**config.mk**
```make
export PLATFORM = sky130hd
export DESIGN_NAME = keypad_scan_responder_flat
export DESIGN_NICKNAME = d
export VERILOG_FILES = /design/src/rtl/keypad_pkg.sv /design/src/rtl/keypad_scan_responder_if.sv /design/src/rtl/kp_fifo.sv /design/src/rtl/keypad_scan_responder.sv /design/src/flat_wrapper.sv
export SDC_FILE = /design/constraint.sdc
export NUM_CORES = 1
export LEC_CHECK = 0
export ABC_AREA = 1
export CORE_MARGIN = 2
export CORE_UTILIZATION = 50
export DETAILED_ROUTE_END_ITERATION = 7
export PLACE_DENSITY = 0.68
export SLEW_MARGIN = 25
export SYNTH_ARGS = -nofsm -noshare
export SYNTH_HDL_FRONTEND = slang
export SYNTH_SLANG_ARGS = --single-unit
```
**constraint.sdc**
```tcl
create_clock -name clk -period 8.2 [get_ports clk]
set_input_delay 0.82 -clock clk [delete_from_list [all_inputs] [get_ports clk]]
set_output_delay 0.82 -clock clk [all_outputs]
set_load 0.05 [all_outputs]
```
**src/rtl/keypad_pkg.sv**
```systemverilog
// Shared types and constants for the keypad scan responder: FSM states, status bit
// positions, frame-result sentinel and column decode helpers.
package keypad_pkg;

    typedef enum logic [1:0] {StIdle, StCand, StHeld, StRelease} kp_state_e;

    localparam int unsigned STAT_NONEMPTY = 0;
    localparam int unsigned STAT_OVF      = 1;

    // Frame result with bit 4 set means "no single key" (none or several pressed).
    localparam logic [4:0] NO_KEY   = 5'h10;
    localparam logic [3:0] ROW_INIT = 4'b1110;

    // Number of low columns, saturated at 2.
    function automatic logic [1:0] low_count(input logic [3:0] col_n);
        logic [2:0] n;
        n = 3'd0;
        for (int i = 0; i < 4; i++) begin
            n = n + {2'b00, ~col_n[i]};
        end
        return (n > 3'd2) ? 2'd2 : n[1:0];
    endfunction

    function automatic logic [1:0] low_index(input logic [3:0] col_n);
        logic [1:0] idx;
        idx = 2'd0;
        for (int i = 3; i >= 0; i--) begin
            if (!col_n[i]) idx = 2'(i);
        end
        return idx;
    endfunction

endpackage

```
**src/rtl/keypad_scan_responder_if.sv**
```systemverilog
// CPU-side read port of the keypad responder: pop request, status/data select and
// the 4-bit read value.
interface keypad_scan_responder_if;

    logic       ack;
    logic       statusordata;
    logic [3:0] keyout;

    modport master (output ack, output statusordata, input keyout);
    modport slave  (input ack, input statusordata, output keyout);

endinterface

```
**src/rtl/kp_fifo.sv**
```systemverilog
// Small 4-bit code FIFO. A push while full is accepted only if a pop happens in the
// same cycle; a pop on empty is ignored, so push+pop on empty leaves one entry.
module kp_fifo #(
    parameter int unsigned Depth = 4
) (
    input  logic       clk_i,
    input  logic       rst_i,
    input  logic       push_i,
    input  logic [3:0] data_i,
    input  logic       pop_i,
    output logic [3:0] head_o,
    output logic       full_o,
    output logic       empty_o
);

    localparam int unsigned AW = $clog2(Depth);
    localparam logic [AW:0] Full = (AW + 1)'(Depth);

    logic [3:0]    mem_q [Depth];
    logic [AW-1:0] wptr_q, rptr_q;
    logic [AW:0]   cnt_q;
    logic          do_push, do_pop;

    always_comb begin
        empty_o = (cnt_q == '0);
        full_o  = (cnt_q == Full);
        do_pop  = pop_i && !empty_o;
        do_push = push_i && (!full_o || pop_i);
        head_o  = empty_o ? 4'h0 : mem_q[rptr_q];
    end

    always_ff @(posedge clk_i) begin
        if (rst_i) begin
            wptr_q <= '0;
            rptr_q <= '0;
            cnt_q  <= '0;
        end else begin
            if (do_push) wptr_q <= wptr_q + AW'(1);
            if (do_pop)  rptr_q <= rptr_q + AW'(1);
            unique case ({do_push, do_pop})
                2'b10:   cnt_q <= cnt_q + (AW + 1)'(1);
                2'b01:   cnt_q <= cnt_q - (AW + 1)'(1);
                default: cnt_q <= cnt_q;
            endcase
        end
    end

    always_ff @(posedge clk_i) begin
        if (do_push) mem_q[wptr_q] <= data_i;
    end

endmodule

```
**src/rtl/keypad_scan_responder.sv**
```systemverilog
// Keypad scan responder: 4x4 matrix scan, per-frame debounce FSM, code FIFO and a
// status/data read port. Define KEYPAD_AUTOREPEAT_EN to re-push a held key periodically.
module keypad_scan_responder
    import keypad_pkg::*;
#(
    parameter logic [15:0] SCAN_DIV       = 16'd50000,
    parameter int unsigned DEBOUNCE_SCANS = 3,
    parameter int unsigned FIFO_DEPTH     = 4,
    parameter int unsigned REPEAT_FRAMES  = 20
) (
    input  logic                          clk,
    input  logic                          reset,
    output logic [3:0]                    rowwrite_o,
    input  logic [3:0]                    colread_i,
    keypad_scan_responder_if.slave        bus_if
);

    localparam logic [7:0] DebMax = 8'(DEBOUNCE_SCANS);

    if (FIFO_DEPTH < 2 || (FIFO_DEPTH & (FIFO_DEPTH - 1)) != 0 || DEBOUNCE_SCANS == 0 ||
        DEBOUNCE_SCANS > 255 || REPEAT_FRAMES == 0 || SCAN_DIV == 16'd0) begin : g_bad_cfg
        $error("keypad_scan_responder: invalid parameter set");
    end

    logic [15:0] div_q, div_d;
    logic [1:0]  row_q, row_d;
    logic [3:0]  rowwrite_q, rowwrite_d;
    logic [1:0]  acc_cnt_q, acc_cnt_d;
    logic [3:0]  acc_code_q, acc_code_d;
    logic        sample, frame_end;
    logic [1:0]  n_low, low_idx;
    logic [2:0]  tally;
    logic [4:0]  frame_key;
    logic        key_seen, key_same;
    logic        push, pop;
    logic        fifo_full, fifo_empty;
    logic [3:0]  fifo_head;
    logic [3:0]  status;
    logic        ovf_q, ovf_d;
    logic        ack_q;
    kp_state_e   state_q, state_d;
    logic [7:0]  cnt_q, cnt_d;
    logic [3:0]  key_q, key_d;
`ifdef KEYPAD_AUTOREPEAT_EN
    localparam logic [15:0] RepMax = 16'(REPEAT_FRAMES);
    logic [15:0] rep_q, rep_d;
`endif

    // Scan divider and per-frame tally of low columns across all four rows.
    always_comb begin
        sample     = (div_q == SCAN_DIV - 16'd1);
        frame_end  = sample && (row_q == 2'd3);
        n_low      = low_count(colread_i);
        low_idx    = low_index(colread_i);
        tally      = {1'b0, acc_cnt_q} + {1'b0, n_low};
        div_d      = sample ? 16'd0 : div_q + 16'd1;
        row_d      = sample ? row_q + 2'd1 : row_q;
        rowwrite_d = sample ? {rowwrite_q[2:0], rowwrite_q[3]} : rowwrite_q;
        acc_cnt_d  = acc_cnt_q;
        acc_code_d = acc_code_q;
        if (sample) begin
            acc_cnt_d = frame_end ? 2'd0 : ((tally > 3'd2) ? 2'd2 : tally[1:0]);
            if (acc_cnt_q == 2'd0 && n_low == 2'd1) acc_code_d = {row_q, low_idx};
        end
        frame_key = NO_KEY;
        if (tally == 3'd1) begin
            frame_key = {1'b0, (acc_cnt_q == 2'd1) ? acc_code_q : {row_q, low_idx}};
        end
        key_seen = !frame_key[4];
        key_same = key_seen && (frame_key[3:0] == key_q);
    end

    always_comb begin
        state_d = state_q;
        cnt_d   = cnt_q;
        key_d   = key_q;
        push    = 1'b0;
`ifdef KEYPAD_AUTOREPEAT_EN
        rep_d   = rep_q;
`endif
        if (frame_end) begin
            unique case (state_q)
                StIdle: begin
                    if (key_seen) begin
                        key_d = frame_key[3:0];
                        cnt_d = 8'd1;
                        if (DebMax == 8'd1) begin
                            push    = 1'b1;
                            state_d = StHeld;
`ifdef KEYPAD_AUTOREPEAT_EN
                            rep_d   = 16'd0;
`endif
                        end else begin
                            state_d = StCand;
                        end
                    end
                end
                StCand: begin
                    if (!key_seen) begin
                        state_d = StIdle;
                    end else if (key_same) begin
                        cnt_d = cnt_q + 8'd1;
                        if (cnt_q + 8'd1 >= DebMax) begin
                            push    = 1'b1;
                            state_d = StHeld;
`ifdef KEYPAD_AUTOREPEAT_EN
                            rep_d   = 16'd0;
`endif
                        end
                    end else begin
                        key_d = frame_key[3:0];
                        cnt_d = 8'd1;
                    end
                end
                StHeld: begin
                    if (!key_seen) begin
                        cnt_d   = 8'd1;
                        state_d = (DebMax == 8'd1) ? StIdle : StRelease;
                    end
`ifdef KEYPAD_AUTOREPEAT_EN
                    else if (key_same) begin
                        rep_d = rep_q + 16'd1;
                        if (rep_q + 16'd1 >= RepMax) begin
                            push  = 1'b1;
                            rep_d = 16'd0;
                        end
                    end
`endif
                end
                StRelease: begin
                    if (!key_seen) begin
                        cnt_d = cnt_q + 8'd1;
                        if (cnt_q + 8'd1 >= DebMax) state_d = StIdle;
                    end else begin
                        state_d = StHeld;
`ifdef KEYPAD_AUTOREPEAT_EN
                        rep_d   = 16'd0;
`endif
                    end
                end
                default: state_d = StIdle;
            endcase
        end
    end

    // Pop on the rising edge of ack; a pop always clears overflow, even when it wins a race.
    always_comb begin
        pop   = bus_if.ack && !ack_q;
        ovf_d = ovf_q;
        if (pop) begin
            ovf_d = 1'b0;
        end else if (push && fifo_full) begin
            ovf_d = 1'b1;
        end
    end

    kp_fifo #(
        .Depth (FIFO_DEPTH)
    ) u_fifo (
        .clk_i   (clk),
        .rst_i   (reset),
        .push_i  (push),
        .data_i  (frame_key[3:0]),
        .pop_i   (pop),
        .head_o  (fifo_head),
        .full_o  (fifo_full),
        .empty_o (fifo_empty)
    );

    always_ff @(posedge clk) begin
        if (reset) begin
            div_q      <= 16'd0;
            row_q      <= 2'd0;
            rowwrite_q <= ROW_INIT;
            acc_cnt_q  <= 2'd0;
            acc_code_q <= 4'h0;
            ack_q      <= 1'b0;
            ovf_q      <= 1'b0;
            state_q    <= StIdle;
            cnt_q      <= 8'd0;
            key_q      <= 4'h0;
`ifdef KEYPAD_AUTOREPEAT_EN
            rep_q      <= 16'd0;
`endif
        end else begin
            div_q      <= div_d;
            row_q      <= row_d;
            rowwrite_q <= rowwrite_d;
            acc_cnt_q  <= acc_cnt_d;
            acc_code_q <= acc_code_d;
            ack_q      <= bus_if.ack;
            ovf_q      <= ovf_d;
            state_q    <= state_d;
            cnt_q      <= cnt_d;
            key_q      <= key_d;
`ifdef KEYPAD_AUTOREPEAT_EN
            rep_q      <= rep_d;
`endif
        end
    end

    always_comb begin
        status                = 4'h0;
        status[STAT_NONEMPTY] = !fifo_empty;
        status[STAT_OVF]      = ovf_q;
        if (reset) begin
            bus_if.keyout = 4'h0;
        end else if (bus_if.statusordata) begin
            bus_if.keyout = status;
        end else begin
            bus_if.keyout = fifo_head;
        end
    end

    assign rowwrite_o = rowwrite_q;

endmodule
```
**src/flat_wrapper.sv**
```systemverilog
// flat-port wrapper written by rule: the top's interface ports become plain ports
module keypad_scan_responder_flat import keypad_pkg::*;
#(
    parameter logic [15:0] SCAN_DIV       = 16'd50000,
    parameter int unsigned DEBOUNCE_SCANS = 3,
    parameter int unsigned FIFO_DEPTH     = 4,
    parameter int unsigned REPEAT_FRAMES  = 20
)
  (clk, reset, rowwrite_o, colread_i, bus_if_ack, bus_if_statusordata, bus_if_keyout);
  keypad_scan_responder_if bus_if_i ();
  input  logic clk;
  input  logic reset;
  output logic [3:0] rowwrite_o;
  input  logic [3:0] colread_i;
  input wire logic [$bits(bus_if_i.ack)-1:0] bus_if_ack;
  input wire logic [$bits(bus_if_i.statusordata)-1:0] bus_if_statusordata;
  output wire logic [$bits(bus_if_i.keyout)-1:0] bus_if_keyout;
  assign bus_if_i.ack = bus_if_ack;
  assign bus_if_i.statusordata = bus_if_statusordata;
  assign bus_if_keyout = bus_if_i.keyout;
  keypad_scan_responder #(.SCAN_DIV(SCAN_DIV), .DEBOUNCE_SCANS(DEBOUNCE_SCANS), .FIFO_DEPTH(FIFO_DEPTH), .REPEAT_FRAMES(REPEAT_FRAMES)) u_core (.clk(clk), .reset(reset), .rowwrite_o(rowwrite_o), .colread_i(colread_i), .bus_if(bus_if_i));
endmodule
```
# Word level (Yosys, flattened, before mapping)
# Memory sizes are Yosys's and may differ from the RTL's. A register that Yosys moved wholly into a read port is not among the register bits.
# Index checks and enable logic that the tools add are counted.
[totals]
reg_bits = 51
ramBits = 16
inputBits = 8
out_inout_bits = 8
wordCells = 115
memories = 1
[classes]
n_addsub = 11
n_lt_le_gt_ge = 3
eq_ne = 20
muxes = 40
n_bitwise = 4
n_reduce_logical = 23
[memory_table]
columns = ["name", "words", "word_bits", "rd", "rd_clocked_by_memory_dff", "wr", "line_no", "text"]
rows = [
  ["u_core.u_fifo.mem_q", 4, 4, 1, 1, 1, "kp_fifo.sv:19", "logic [3:0] mem_q [Depth];"],
]
[ops]
columns = ["op", "n"]
rows = [
  ["2-to-1 mux 8 bit", 5],
  ["2-to-1 mux 2 bit", 16],
  ["one-hot mux 8 bit (4 select lines)", 1],
  ["2-to-1 mux 4 bit", 7],
  ["adder 16 x 1 -> 16 bit (second input constant)", 1],
  ["== test 16 bit (second input constant)", 1],
  ["AND reduction 5 bit", 2],
  ["adder 8 x 1 -> 8 bit (second input constant)", 1],
  ["== test 2 x 1 -> 1 bit (second input constant)", 4],
  ["== test 2 bit (second input constant)", 4],
  [">= comparator 8 x 2 -> 1 bit (second input constant)", 1],
  ["one-hot mux 2 bit (4 select lines)", 1],
  ["one-hot mux 4 bit (2 select lines)", 1],
  ["logical AND 1 bit", 7],
  ["2-to-1 mux 1 bit", 7],
  ["adder 2 x 1 -> 2 bit (second input constant)", 3],
  ["adder 3 x 1 -> 3 bit", 2],
  ["> comparator 3 x 2 -> 1 bit (second input constant)", 2],
  ["inequality test 2 bit (second input constant)", 3],
  ["inequality test 3 x 1 -> 1 bit (second input constant)", 2],
  ["one-hot mux 3 bit (2 select lines)", 1],
  ["AND reduction 6 bit", 1],
  ["2-to-1 mux 5 bit", 1],
  ["== test 4 bit", 1],
  ["other kinds (16)", 26],
]

# Logic depth before layout (Yosys ltp)
[depth]
ltp_word = 18
mapped_depth = 28
ltp_nobuf = 28

# Hierarchy
# From an unflattened synthesis, not the netlist that was laid out.
[hier_totals]
cells_unflattened = 470
hier_area_um2 = 3577.2
[by_module_without_submodules]
columns = ["mod", "n_inst", "cells_per_inst", "area_per_inst_um2", "seq_area_each_um2"]
rows = [
  ["keypad_scan_responder", 1, 349, 2437.3, 880.8],
  ["kp_fifo", 1, 121, 1139.8, 660.6],
]

# Worst setup path before layout
# Ideal clock, no wire load.
[synth_path]
kind = "input to register"
start = "in colread_i[0]"
end = "reg u_core.u_fifo.cnt_q[2]"
setup_ns = 0.122
arrival_ns = 4.251
required_ns = 8.078
slack_ns = 3.826
cell_stages = 25
path_buffers = 0
cell_sequence = "inv_1 > ha_1 > inv_1 > fa_1 > nor2_1 > ha_1 > inv_1 > fa_1 > nand2_2 > nor2_8 > nand2_1 > inv_2 > nand3_1 > nand2_1 > nor2_1 > nand3_2 > nor2_2 > nand2_4 > ha_1 > inv_1 > fa_1 > a21oi_1 > o21ai_0 > o21ai_0 > a21oi_1"
[synth_via]
elab_chain_cells = 18
word_cells_on_any_way = 23
cone_classes = "4 x add/sub; 1 x order compare; 4 x eq/ne; 9 x mux; 1 x bitwise; 4 x reduce/logical"
[synth_lines]
columns = ["element", "line_no", "text"]
rows = [
  ["start: declaration", "flat_wrapper.sv:14", "input logic [3:0] colread_i;"],
  ["inverter 1 bit", "keypad_pkg.sv:19", "n = n + {2'b00, ~col_n[i]};"],
  ["adder 1 x 1 -> 2 bit", "keypad_pkg.sv:19", ""],
  ["adder 3 x 1 -> 3 bit (2 in a row)", "keypad_pkg.sv:19", ""],
  ["> comparator 3 x 2 -> 1 bit", "keypad_pkg.sv:21", "return (n > 3'd2) ? 2'd2 : n[1:0];"],
  ["2-to-1 mux 2 bit", "keypad_pkg.sv:21", ""],
  ["adder 2 x 2 -> 3 bit", "keypad_scan_responder.sv:55", "tally = {1'b0, acc_cnt_q} + {1'b0, n_low};"],
  ["== test 3 x 1 -> 1 bit", "keypad_scan_responder.sv:66", "if (tally == 3'd1) begin"],
  ["2-to-1 mux 5 bit (*)", "keypad_scan_responder.sv:66", ""],
  ["== test 4 bit or zero test 1 bit (tied branches)", "keypad_scan_responder.sv:70, keypad_scan_responder.sv:69", ""],
  ["logical AND 1 bit", "keypad_scan_responder.sv:70", "key_same = key_seen && (frame_key[3:0] == key_q);"],
  ["2-to-1 mux 1 bit", "keypad_scan_responder.sv:101", "end else if (key_same) begin"],
  ["2-to-1 mux 1 bit (*)", "keypad_scan_responder.sv:99", "if (!key_seen) begin"],
  ["2-to-1 mux 1 bit (*)", "keypad_scan_responder.sv:82", "unique case (state_q)"],
  ["2-to-1 mux 1 bit (*)", "keypad_scan_responder.sv:81", "if (frame_end) begin"],
  ["logical AND 1 bit (*)", "kp_fifo.sv:28", "do_push = push_i && (!full_o || pop_i);"],
  ["== test 2 x 1 -> 1 bit or == test 2 bit (tied branches)", "kp_fifo.sv:40", "unique case ({do_push, do_pop})"],
  ["one-hot mux 3 bit (2 select lines) or nonzero test 2 bit (tied branches)", "-", ""],
  ["end signal: assignment", "kp_fifo.sv:41", "2'b10: cnt_q <= cnt_q + (AW + 1)'(1);"],
  ["end signal: assignment", "kp_fifo.sv:42", "2'b01: cnt_q <= cnt_q - (AW + 1)'(1);"],
  ["end signal: assignment", "kp_fifo.sv:43", "default: cnt_q <= cnt_q;"],
  ["end: declaration", "kp_fifo.sv:21", "logic [AW:0] cnt_q;"],
]
# Every way passes the cells marked *; elsewhere a longest branch is shown, timed or not.
# A chain may end at the register's enable or synchronous reset.

# Worst setup path in the final report
# Ends and elaborated chain as after synthesis.

==> flow_summary.yaml <==
outcome:
  status: "completed"
route:
  avgViaCountPerCell: 4.97
  routed_wl_um: 6580
  drt_iter0_markers: 148
  vias: 2935
  wl_per_cell_um: 11.2
  drc: 0
  drt_first_pass_iters: 4
  ant_nets: 0
power:
  p_leak_nw: 1.66
  p_comb_share_pct: 4.1
  power.density_nw_per_um2: 171
  clkPwrFrac_pct: 45.3
  power_mw: 0.688
  vdd_ir_drop_max_uv: 103
  p_seq_share_pct: 50.6
  netSwitchingFraction_pct: 21.9
  internal_power_mw: 0.537
  switchingPower_mw: 0.151
global_routing:
  grt_start_max_net_pins: 25
  grt.overflow.total: 0
  grt_pass1_wl_um: 11600
  antenna_found_initial: 0
  grt_usage_pct: 18.8
  grt_pass1_vias: 2785
cells_and_area:
  nNetsFinal: 513
  layoutNonFillerInstCount: 590
  syn2layout_area_growth_pct: 12.7
  fillCellCount: 646
  layout_commonest_cell: "nand2_1"
  layout_common_cells: "nand2_1 (97), inv_1 (77), dfxtp_1 (53)"
  drive_above_1_share_pct: 9.11
  diodes: 0
critical_path:
  cp_slowest_cell: "clkdlybuf4s50_1"
  cp.arrival_ns: 5.10
  critPathCaptureType: "register"
  r2r_setup_slack_ns: 4.76
  crit_end: "u_core.u_fifo.cnt_q[2]"
  required_ns: 8.43
  r2r-start: "u_core.acc_cnt_q[0]"
  cp_max_fo: 9
  cpMostUsedCell: "inv_1"
  crit_type: "in2reg"
  crit_start: "colread_i[0]"
  worst_r2r_endpoint: "u_core.u_fifo.cnt_q[2]"
  start_kind: "input port"
  r2r_cells: 20
  cpPeakStageDelay_ns: 0.52
clock_tree:
  cts_tree: "built"
  clkTransAtPathRegs_ns: 0.07
  cts-root-buf: "clkbuf_8"
  cts_buffers: 9
  cts_resized: 0
  cts_hold_buf: 0
  insertion_delay_ns: 0.35
  postCtsSetupRepairBufs: 0
  clkSinkCount: 69
  htreeDepth: 3
  clk_path_buf_depth: 2
timing:
  period_minus_slack_ns: 4.86
  grt_setup_unrepaired: "no"
  slew_headroom_pct: 51.5
  max_freq_mhz: 206
  drv_slew: 0
  fin_skew_ns: 0.00763
  setup_tns_ns: 0
  setup_viol: 0
  post-route-period-util_pct: 59.3
  hold_viol: 0
  finalWorstSetupSlack_ns: 3.34
  tightestPinTransition_ns: 0.727
floorplan:
  fp.dieH_um: 88.4
  start_util_pct: 52.1
  ioPinCount: 16
  die-area_um2: 7820
  core_area_um2: 6830
  rows: 30
  dieWidth_um: 88.4
synthesis:
  avgSynthCellArea_um2: 7.55
  syn_inst: 472
  ys_seq_elements: 69
  synth_fp_nets: 496
  async_flop_share_pct: 0
  ys.flop_type: "dfxtp_1"
  synth_cell_types: 40
  ys_seq_area_share_pct: 43.3
  syn-cell-area_um2: 3560
  synth_edf_count: 16
  ys_warn_count: 0
place:
  gp_routability_congestion: 0.801
  place_ws_ns: 3.01
  placedCellCount: 574
  hpwl_um: 4830
  port_buffers: 15
run:
  drv_cap: 0
min_path:
  hp-class: "reg2reg"
==> power groups by stage <==
stage	logic [mW]	clock network, mW	registers, mW
5_1_grt	0.0321	0.333	0.348
3_5_place_dp	0.0282	0	0.356
4_1_cts	0.0284	0.319	0.348
6_report	0.0279	0.312	0.348
2_1_floorplan	0.0202	0	0.356
3_3_place_gp	0.0277	0	0.356
==> layout make-up <==
| class | instances | area [um2] | area share [%] |
|---|---|---|---|
| Clock buffer | 11 | 141 | 3.52 |
| Inverter | 80 | 300 | 7.48 |
| Multi-Input combinational cell | 314 | 1680 | 41.8 |
| Clock inverter | 5 | 83.8 | 2.09 |
| Timing Repair Buffer | 15 | 150 | 3.74 |
| Sequential cell | 69 | 1540 | 38.4 |
| Tap cell | 96 | 120 | 2.99 |
==> cell usage after synthesis (all sizes together), types with 3 or more instances <==
cell type  count  share of area [%]
a21oi         39                5.5
o22ai          3               0.53
nor2          55                6.8
nand3         28                4.4
edfxtp        16                 13
fa             3                1.7
inv           80                8.4
nand4         11                2.3
nor3          14                2.4
o21ai         23                3.2
dfxtp         53                 30
nand2        108                 12
clkbuf         7               0.84
ha            13                4.6
==> layer usage <==
metal | up-vias | GRT usage (%) | wire length (um)
li1 | 1548 | - | -
met1 | 1329 | 22.9 | 3080
met2 | 49 | 32.0 | 3180
met3 | 9 | 4.57 | 217
met4 | 0 | 7.71 | 109
met5 | - | 0 | 0
==> logic make-up after synthesis <==
logic type	count (synthesis)	share of synthesized area, %
AND/OR/NAND/NOR	222	29.2
buffers and inverters	89	9.62
AO/OA/AOI/OAI	73	10.9
flip-flops	69	43.3
adder cells (fa/ha/maj)	16	6.25
XOR/XNOR	3	0.738
==> sequential cells by signal, indices dropped and copies added, names as in the netlist, named ones only <==
register	cells
u_core.u_fifo.wptr_q	2
u_core.key_q	4
u_core.acc_cnt_q	2
u_core.ovf_q	1
u_core.row_q	2
u_core.div_q	16
u_core.u_fifo.mem_q	16
u_core.u_fifo.cnt_q	3
u_core.state_q	1
u_core.u_fifo.rptr_q	2
u_core.cnt_q	8
u_core.rowwrite_o	4
u_core.acc_code_q	4
u_core.ack_q	1
==> critical path, delay by kind of cell <==
kind,cells,cell delay (ns)
simple gates,10,0.96
fa+ha+maj,6,1.95
buf+inv,6,0.83
compound gates,4,0.53
==> worst min path at each step <==
stage | from | end | slack (ns) | depth (start not counted)
6_report | u_core.div_q[0] | u_core.div_q[0] | 0.45 | 1
5_1_grt | u_core.div_q[0] | u_core.div_q[0] | 0.48 | 1
4_1_cts | u_core.div_q[0] | u_core.div_q[0] | 0.46 | 1
3_5_place_dp | u_core.div_q[0] | u_core.div_q[0] | 0.44 | 1
3_3_place_gp | u_core.div_q[0] | u_core.div_q[0] | 0.43 | 1
2_1_floorplan | u_core.div_q[0] | u_core.div_q[0] | 0.42 | 1
==> metrics by stage <==
stage	hold WS (ns)	util, %	cell area (um2)
floorplan	0.418	-	3560
global placement	0.433	55.5	3790
detailed placement	0.442	55.5	3790
CTS	0.460	58.8	4020
global route	0.479	58.8	4020
finish	0.453	58.8	4020
No activity file was read; power rests on OpenSTA's default activity.
